### src/rtl/biriscv_mule_sched.sv
// Scheduler for the shared multi-cycle execute unit: arbitrates the two issue
// pipes, launches one operation at a time, watches for completion or timeout.
module biriscv_mule_sched #(
    parameter int TIMEOUT_CYCLES = 64
) (
    input  logic        clk_i,
    input  logic        rst_i,
    input  logic        flush_i,
    input  logic        pipe0_valid_i,
    input  logic [31:0] pipe0_opcode_i,
    input  logic [31:0] pipe0_ra_operand_i,
    input  logic [31:0] pipe0_rb_operand_i,
    input  logic [4:0]  pipe0_rd_idx_i,
    input  logic        pipe1_valid_i,
    input  logic [31:0] pipe1_opcode_i,
    input  logic [31:0] pipe1_ra_operand_i,
    input  logic [31:0] pipe1_rb_operand_i,
    input  logic [4:0]  pipe1_rd_idx_i,
    output logic        pipe0_accept_o,
    output logic        pipe1_accept_o,
    output logic        hold_o,
    output logic        mule_start_o,
    output logic [31:0] mule_opcode_o,
    output logic [31:0] mule_ra_o,
    output logic [31:0] mule_rb_o,
    input  logic        mule_complete_i,
    input  logic [31:0] mule_result_i,
    output logic        wb_valid_o,
    output logic        wb_pipe_o,
    output logic [4:0]  wb_rd_idx_o,
    output logic [31:0] wb_value_o,
    output logic        timeout_o
);

    typedef enum logic [1:0] {
        ST_IDLE  = 2'd0,
        ST_ISSUE = 2'd1,
        ST_WAIT  = 2'd2,
        ST_RESP  = 2'd3
    } state_t;

    localparam logic [7:0] TO_LAST = 8'(TIMEOUT_CYCLES - 1);

    state_t      r_state;
    state_t      w_state_next;
    logic [7:0]  r_cnt;
    logic [7:0]  w_cnt_inc;
    logic        w_idle;
    logic        w_accept0;
    logic        w_accept1;
    logic        w_busy;
    logic        w_expired;
    logic [31:0] r_opcode;
    logic [31:0] r_ra;
    logic [31:0] r_rb;
    logic [4:0]  r_rd;
    logic        r_owner;
    logic [31:0] r_result;

    assign w_idle    = (r_state == ST_IDLE);
    assign w_busy    = (r_state == ST_ISSUE) || (r_state == ST_WAIT);
    // The watchdog compares the value the counter is about to take, so the
    // ISSUE cycle counts as the first of the TIMEOUT_CYCLES.
    assign w_cnt_inc = r_cnt + 8'd1;
    assign w_expired = (w_cnt_inc == TO_LAST);
    assign w_accept0 = ~rst_i & ~flush_i & w_idle & pipe0_valid_i;
    assign w_accept1 = ~rst_i & ~flush_i & w_idle & ~pipe0_valid_i & pipe1_valid_i;

    always_ff @(posedge clk_i or posedge rst_i) begin
        if (rst_i) begin
            r_state <= ST_IDLE;
        end else begin
            r_state <= w_state_next;
        end
    end

    always_comb begin
        w_state_next = r_state;
        if (flush_i) begin
            w_state_next = ST_IDLE;
        end else begin
            case (r_state)
                ST_IDLE:  if (w_accept0 | w_accept1) w_state_next = ST_ISSUE;
                ST_ISSUE: w_state_next = mule_complete_i ? ST_RESP : ST_WAIT;
                ST_WAIT: begin
                    if (mule_complete_i)  w_state_next = ST_RESP;
                    else if (w_expired)   w_state_next = ST_IDLE;
                end
                ST_RESP:  w_state_next = ST_IDLE;
                default:  w_state_next = ST_IDLE;
            endcase
        end
    end

    // Strobes decode the registered state; flush masks them in its own cycle.
    always_comb begin
        pipe0_accept_o = w_accept0;
        pipe1_accept_o = w_accept1;
        hold_o         = ~rst_i & (~w_idle | (pipe0_valid_i & pipe1_valid_i));
        mule_start_o   = ~flush_i & (r_state == ST_ISSUE);
        wb_valid_o     = ~flush_i & (r_state == ST_RESP);
        timeout_o      = ~flush_i & ~mule_complete_i & (r_state == ST_WAIT) & w_expired;
    end

    always_ff @(posedge clk_i or posedge rst_i) begin
        if (rst_i) begin
            r_opcode <= '0;
            r_ra     <= '0;
            r_rb     <= '0;
            r_rd     <= '0;
            r_owner  <= 1'b0;
            r_result <= '0;
            r_cnt    <= '0;
        end else begin
            if (w_accept0) begin
                r_opcode <= pipe0_opcode_i;
                r_ra     <= pipe0_ra_operand_i;
                r_rb     <= pipe0_rb_operand_i;
                r_rd     <= pipe0_rd_idx_i;
                r_owner  <= 1'b0;
            end else if (w_accept1) begin
                r_opcode <= pipe1_opcode_i;
                r_ra     <= pipe1_ra_operand_i;
                r_rb     <= pipe1_rb_operand_i;
                r_rd     <= pipe1_rd_idx_i;
                r_owner  <= 1'b1;
            end
            if (w_busy & mule_complete_i & ~flush_i) begin
                r_result <= mule_result_i;
            end
            if (r_state == ST_ISSUE) begin
                r_cnt <= '0;
            end else if (r_state == ST_WAIT) begin
                r_cnt <= w_cnt_inc;
            end
        end
    end

    assign mule_opcode_o = r_opcode;
    assign mule_ra_o     = r_ra;
    assign mule_rb_o     = r_rb;
    assign wb_pipe_o     = r_owner;
    assign wb_rd_idx_o   = r_rd;
    assign wb_value_o    = r_result;

endmodule

### config.mk
export PLATFORM = sky130hd
export DESIGN_NAME = biriscv_mule_sched
export DESIGN_NICKNAME = d
export VERILOG_FILES = /design/src/rtl/biriscv_mule_sched.sv
export SDC_FILE = /design/constraint.sdc
export NUM_CORES = 1
export LEC_CHECK = 0
export BUFFER_PORTS_ARGS = -buffer_cell sky130_fd_sc_hd__buf_2
export CAP_MARGIN = 20
export CORE_AREA = 5 5 145 147
export CTS_CLUSTER_DIAMETER = 30
export CTS_CLUSTER_SIZE = 40
export DETAILED_ROUTE_END_ITERATION = 7
export DIE_AREA = 0 0 150 152
export PLACE_DENSITY = 0.76
export SETUP_SLACK_MARGIN = 0.15
export SLEW_MARGIN = 40
export SYNTH_ARGS = -nofsm -noshare
export SYNTH_HDL_FRONTEND = slang
export SYNTH_SLANG_ARGS = --single-unit
### constraint.sdc
create_clock -name clk_i -period 6.25 [get_ports clk_i]
set_input_delay 0.625 -clock clk_i [delete_from_list [all_inputs] [get_ports clk_i]]
set_output_delay 0.625 -clock clk_i [all_outputs]
set_load 0.005 [all_outputs]
# After elaboration in Yosys (flattened, before gate mapping)
# Index checks and enable logic that the tools add are counted.
[word_totals]
register_bits = 144
word_cells = 59
inputBits = 240
output_inout_bits = 140
[op_classes]
muxes = 18
reduce_logical = 5
add_sub_neg = 1
n_eq_ne = 6
bitwise_logic = 21
[ops]
columns = ["cell", "count"]
rows = [
  ["32-bit two-way mux", 6],
  ["8-bit two-way mux", 2],
  ["1-bit AND", 14],
  ["5-bit two-way mux", 2],
  ["8-bit by 1-bit adder with 8-bit output (second input constant)", 1],
  ["8-bit by 6-bit equality test with 1-bit output (second input constant)", 1],
  ["2-bit two-way mux", 4],
  ["2-bit case mux with 4 select lines", 1],
  ["1-bit NOT", 5],
  ["2-bit equality test (second input constant)", 2],
  ["4-bit inequality test (second input constant)", 1],
  ["2-bit nonzero test", 2],
  ["1-bit two-way mux", 3],
  ["3-bit by 2-bit inequality test with 1-bit output (second input constant)", 1],
  ["2-bit by 1-bit equality test with 1-bit output (second input constant)", 1],
  ["2-bit logical NOT", 1],
  ["1-bit OR", 2],
  ["2-bit AND reduction", 1],
  ["1-bit logical OR", 1],
]

# Logic depth before layout (Yosys ltp)
[depth]
word_depth = 9
depth_mapped = 10
depth_no_buf = 7

# Worst setup path after synthesis
# OpenSTA, ideal clock, no wires.
[synth_timing]
path_kind = "input port to flip-flop"
start = "in rst_i"
end = "reg r_state[1]"
setup_time_ns = 0.121
stages = 5
setup_slack_ns = 1.670
path_buffers = 0
t_arrival_ns = 4.459
required_time_ns = 6.129
path_cell_list = "inv_1 -> a21oi_1 -> a21oi_1 -> o21ai_0 -> o22a_1"
[synth_between]
elab_chain_len = 8
word_cells_on_any_way = 9
classes_between = "1 x eq/ne; 7 x bitwise; 1 x reduce/logical"
[synth_lines]
columns = ["element", "line_no", "text"]
rows = [
  ["start: declaration", "7", "input logic rst_i,"],
  ["1-bit NOT (*)", "66, 67", ""],
  ["1-bit AND (*) (2 in a row)", "66, 67", ""],
  ["1-bit AND (2 in a row)", "67", "assign w_accept1 = ~rst_i & ~flush_i & w_idle & ~pipe0_valid_i & pipe1_valid_i;"],
  ["1-bit OR (*)", "83", "ST_IDLE: if (w_accept0 | w_accept1) w_state_next = ST_ISSUE;"],
  ["3-bit by 2-bit inequality test with 1-bit output (no source line) (*)", "--", ""],
  ["2-bit AND reduction (no source line) (*)", "--", ""],
  ["end signal: assignment", "73", "r_state <= w_state_next;"],
  ["end: declaration", "44", "state_t r_state;"],
]
# Every way passes the cells marked *; elsewhere a longest branch is shown, timed or not.
# A chain may end at the register's enable or synchronous reset.

# Worst setup path after layout
[layout_timing]
start = "reg r_state[0]"
end = "out pipe0_accept_o"
[layout_between]
elab_chain_len = 3
[layout_lines]
columns = ["element", "line_no", "text"]
rows = [
  ["2-bit logical NOT", "60", "assign w_idle = (r_state == ST_IDLE);"],
  ["1-bit AND (2 in a row)", "66", "assign w_accept0 = ~rst_i & ~flush_i & w_idle & pipe0_valid_i;"],
  ["end: declaration", "19", "output logic pipe0_accept_o,"],
]
# No other way between the ends.

==> implementation parameters <==
Parameter                              Value

CTS
  Clk root buf ... sky130_fd_sc_hd__clkbuf_16
  Gates resized, CTS repair ... 0
  TritonCTS clock tree ... yes
  Hold-fix buffers, CTS ... 0
  Latest clock arrival within the worst-skew pair ... 0.41 ns
  H-tree Lvls ... 4
  Clock edge transition at the registers on the reported setup and hold paths ... around 0.060 ns
  Total clock buffers created by CTS ... 17
  Post-CTS setup buffers ... 0
  CTS sink cnt ... about 140
  Clock Path Buffers ... 2

Layout
  Area overhead of the layout relative to synthesis ... 39.4%
  Fraction of layout cells with a size suffix above 1 ... between 40 and 50%
  Nets ... 1203
  Antenna diode count ... 0
  Fill count ... around 1900
  Util after Layout ... ~47%

Critical path
  Highest cell delay on the worst timing path ... 0.45 ns
  Endpoint class of the critical path ... output port
  Cell count of the worst reg-to-reg path ... 8
  R2r endpoint ... mule_ra_o[28]
  Reg-to-reg startpoint ... r_state[0]
  WP buf/inv ... 3
  Worst path cell trace ... inv_1, ha_1, inv_1, nor3_4, and2_4, buf_2
  Critical path data arrival time ... 2.06 ns
  CP Launch Type ... register
  Critical setup path kind ... reg2out
  Most common cell type on the critical path ... sky130_fd_sc_hd__inv_1
  Worst reg-to-reg setup slack ... around 3.9 ns
  CP Data Required Time ... approximately 5.6 ns
  Slowest cell on the critical path ... sky130_fd_sc_hd__and2_4
  Dominant delay contributor by cell family on the critical path ... simple AND/OR/NAND/NOR gates
  Maximum net fanout on the critical path ... 17

Drt
  Post-detailed-route wirelength per cell ... roughly 16 µm
  Number of nets with antenna violations after detailed routing ... 0
  Total iterations of the first detailed-routing run ... 4
  Total Wirelength ... between 15000 and 20000 µm
  Via density ... ~4.6
  First DRT Iteration DRCs ... about 190
  Via count ... 5758
  DRC violations left ... 0

Die
  Number of placement rows ... 52
  Core Area ... between 15000 and 20000 µm²
  Die area ... around 23000 µm²
  Num ports ... 380
  Effective utilization at floorplan ... between 30% and 40%
  Floorplan die width ... around 150 µm
  Die Ht ... ~150 µm

Min path
  Type of the tightest min-delay check ... in2async

GRT
  Number of global-route vias before repair ... 5998
  GRT Residual Overflow ... 0
  Largest net degree at the start of global routing ... about 100
  Number of antenna violations at the first check in global routing ... 1
  Wire length of the first global-routing pass ... about 31000 µm
  Global-route usage over all layers ... about 17%

Place
  Half-perimeter wire length of the detailed placement result ... about 15000 µm
  Placer Congestion ... 0.796
  Port Buffers ... approximately 380

Timing
  Setup skew after layout ... 0.0137 ns
  Aggregate negative setup slack ... 0 ns
  Headroom to the max-slew limit ... between 50% and 60%
  Highest clock frequency the design can meet ... ~370 MHz
  Count of final setup violators ... 0
  Final count of hold timing violations ... 0
  Post-route fraction of the period consumed by the critical path ... 42.9%
  Min Clock Period, post-route ... 2.68 ns
  Unrepaired setup endpoints after global routing ... no
  Slew at the pin with the worst max-slew slack ... a little under 0.7 ns
  Final count of pins violating max slew ... 0

Yosys
  Average cell area after synthesis ... 11.2 µm²
  Synthesized netlist net count ... between 800 and 900
  Cell area after synthesis ... roughly 6600 µm²
  Seq cells post-synth ... between 100 and 150
  Synth cell types ... 31
  Warning count from the yosys run ... 0
  Number of instances in the synthesized netlist ... ~590
  Proportion of synthesized chip area in sequential cells ... between 50% and 60%

Power and ir drop
  Power per unit of standard cell area ... 441 nW/µm²
  Leakage dissipation ... approximately 4.3 nW
  Max IR drop VDD ... between 0.2 and 0.25 mV

Flow run
  Max capacitance violation total ... 0

Outcome
  Run status ... finished, final reports clean
Yosys cell counts:
| cell type | n | area [µm²] |
|---|---|---|
| sky130_fd_sc_hd__a21oi_1 | 108 | 541 |
| sky130_fd_sc_hd__a22o_1 | 1 | 8.76 |
| sky130_fd_sc_hd__and2_1 | 4 | 25.0 |
| sky130_fd_sc_hd__and3_1 | 3 | 18.8 |
| sky130_fd_sc_hd__buf_12 | 8 | 160 |
| sky130_fd_sc_hd__buf_2 | 14 | 70.1 |
| sky130_fd_sc_hd__buf_4 | 4 | 30.0 |
| sky130_fd_sc_hd__buf_6 | 1 | 11.3 |
| sky130_fd_sc_hd__clkbuf_1 | 12 | 45.0 |
| sky130_fd_sc_hd__dfrtp_1 | 144 | 3600 |
| sky130_fd_sc_hd__ha_1 | 6 | 75.1 |
| sky130_fd_sc_hd__inv_1 | 6 | 22.5 |
| sky130_fd_sc_hd__mux2_2 | 33 | 372 |
| sky130_fd_sc_hd__mux2i_1 | 101 | 1010 |
| sky130_fd_sc_hd__nand2_1 | 11 | 41.3 |
| sky130_fd_sc_hd__nand3b_1 | 1 | 7.51 |
| sky130_fd_sc_hd__nand4_1 | 2 | 12.5 |
| sky130_fd_sc_hd__nand4b_1 | 1 | 8.76 |
| sky130_fd_sc_hd__nor2_1 | 105 | 394 |
| sky130_fd_sc_hd__nor2b_1 | 3 | 18.8 |
| sky130_fd_sc_hd__nor3_1 | 1 | 5.00 |
| sky130_fd_sc_hd__nor3_4 | 1 | 16.3 |
| sky130_fd_sc_hd__nor3b_1 | 2 | 15.0 |
| sky130_fd_sc_hd__nor4_1 | 1 | 6.26 |
| sky130_fd_sc_hd__o211a_1 | 1 | 10.0 |
| sky130_fd_sc_hd__o21ai_0 | 11 | 55.1 |
| sky130_fd_sc_hd__o22a_1 | 2 | 17.5 |
| sky130_fd_sc_hd__o2bb2ai_1 | 1 | 8.76 |
| sky130_fd_sc_hd__o31ai_1 | 2 | 15.0 |
| sky130_fd_sc_hd__or2_1 | 1 | 6.26 |
| sky130_fd_sc_hd__xor2_1 | 1 | 8.76 |
layout make-up:
| cell class | instances | area [µm²] | share of cell area, % |
|---|---|---|---|
| Clock buffer | 18 | 429 | 4.64 |
| Clock inverter | 14 | 178 | 1.92 |
| Inverter | 6 | 27.5 | 0.297 |
| Multi-Input combinational cell | 403 | 2700 | 29.2 |
| Sequential cell | 144 | 3600 | 38.9 |
| Tap cell | 270 | 338 | 3.65 |
| Timing Repair Buffer | 385 | 1980 | 21.4 |
worst max path at each step:
stage,startpoint,to,slack (ns),depth (start not counted)
after floorplan,rst_i,r_state[1],1.67,5
after global placement,flush_i,mule_opcode_o[21],3.50,6
after detailed placement,flush_i,mule_ra_o[28],3.80,6
after CTS,r_state[1],pipe0_accept_o,3.54,6
after global routing,r_state[1],pipe0_accept_o,3.41,6
final,r_state[0],pipe0_accept_o,3.57,6
cell usage in the layout, fill, tap and decap left out, types with 2 or more instances in the layout:
cell type                    count
sky130_fd_sc_hd__and3_1          3
sky130_fd_sc_hd__o31ai_1         2
sky130_fd_sc_hd__a21oi_1       108
sky130_fd_sc_hd__clkbuf_16      17
sky130_fd_sc_hd__bufinv_16       3
sky130_fd_sc_hd__nor2_1        105
sky130_fd_sc_hd__inv_1           5
sky130_fd_sc_hd__nor3b_1         2
sky130_fd_sc_hd__nor2b_1         3
sky130_fd_sc_hd__and2_4          2
sky130_fd_sc_hd__ha_1            6
sky130_fd_sc_hd__nand4_1         2
sky130_fd_sc_hd__buf_12          2
sky130_fd_sc_hd__inv_6           6
sky130_fd_sc_hd__buf_6           3
sky130_fd_sc_hd__o22a_1          2
sky130_fd_sc_hd__mux2i_1       101
sky130_fd_sc_hd__dfrtp_1       144
sky130_fd_sc_hd__o21ai_0        11
sky130_fd_sc_hd__and2_1          2
sky130_fd_sc_hd__clkinvlp_4      4
sky130_fd_sc_hd__buf_2         379
sky130_fd_sc_hd__nand2_1        11
sky130_fd_sc_hd__mux2_2         33
routing by layer:
layer | track usage (%) | vias to the layer above | part of all wire (%)
met1 | 18.5 | 2716 | 38
met5 | 0 | - | 0.10
li1 | - | 2788 | -
met3 | 6.26 | 13 | 9.8
met2 | 29.9 | 239 | 51
met4 | 4.36 | 2 | 1.1
power by group:
part           internal, mW  leakage, nW  switching (mW)
sequential             1.38         1.64           0.232
clock                 0.635        0.284           0.419
combinational         0.707         2.40           0.707
flip-flops by register name, summed over array words and instances (netlist names):
register	cells
wb_rd_idx_o	5
wb_pipe_o	1
r_state	2
mule_ra_o	32
mule_rb_o	32
r_cnt	8
wb_value_o	32
mule_opcode_o	32
metrics by stage:
stage / hold slack [ns] / cell area (µm²) / worst slack, ns / power (mW) / cells
floorplan: 0.468 / 6640 / 1.67 / 2.37 / 592
detailed placement: 0.489 / 8650 / 3.80 / 3.07 / 1208
global placement: 0.483 / 8620 / 3.50 / 3.00 / 1207
finish: 0.333 / 9260 / 3.57 / 4.08 / 1240
CTS: 0.364 / 9260 / 3.54 / 4.15 / 1240
global route: 0.393 / 9260 / 3.41 / 4.39 / 1240
cell families after synthesis:
group / count (synthesis) / synth area share, %
flops: 144 / 54.3
simple gates: 136 / 8.67
mux: 134 / 20.8
compound gates: 126 / 9.87
buf+inv: 45 / 5.11
fa+ha+maj: 6 / 1.13
xor+xnor: 1 / 0.132
Note: power is estimated with default switching activity, not from simulation.
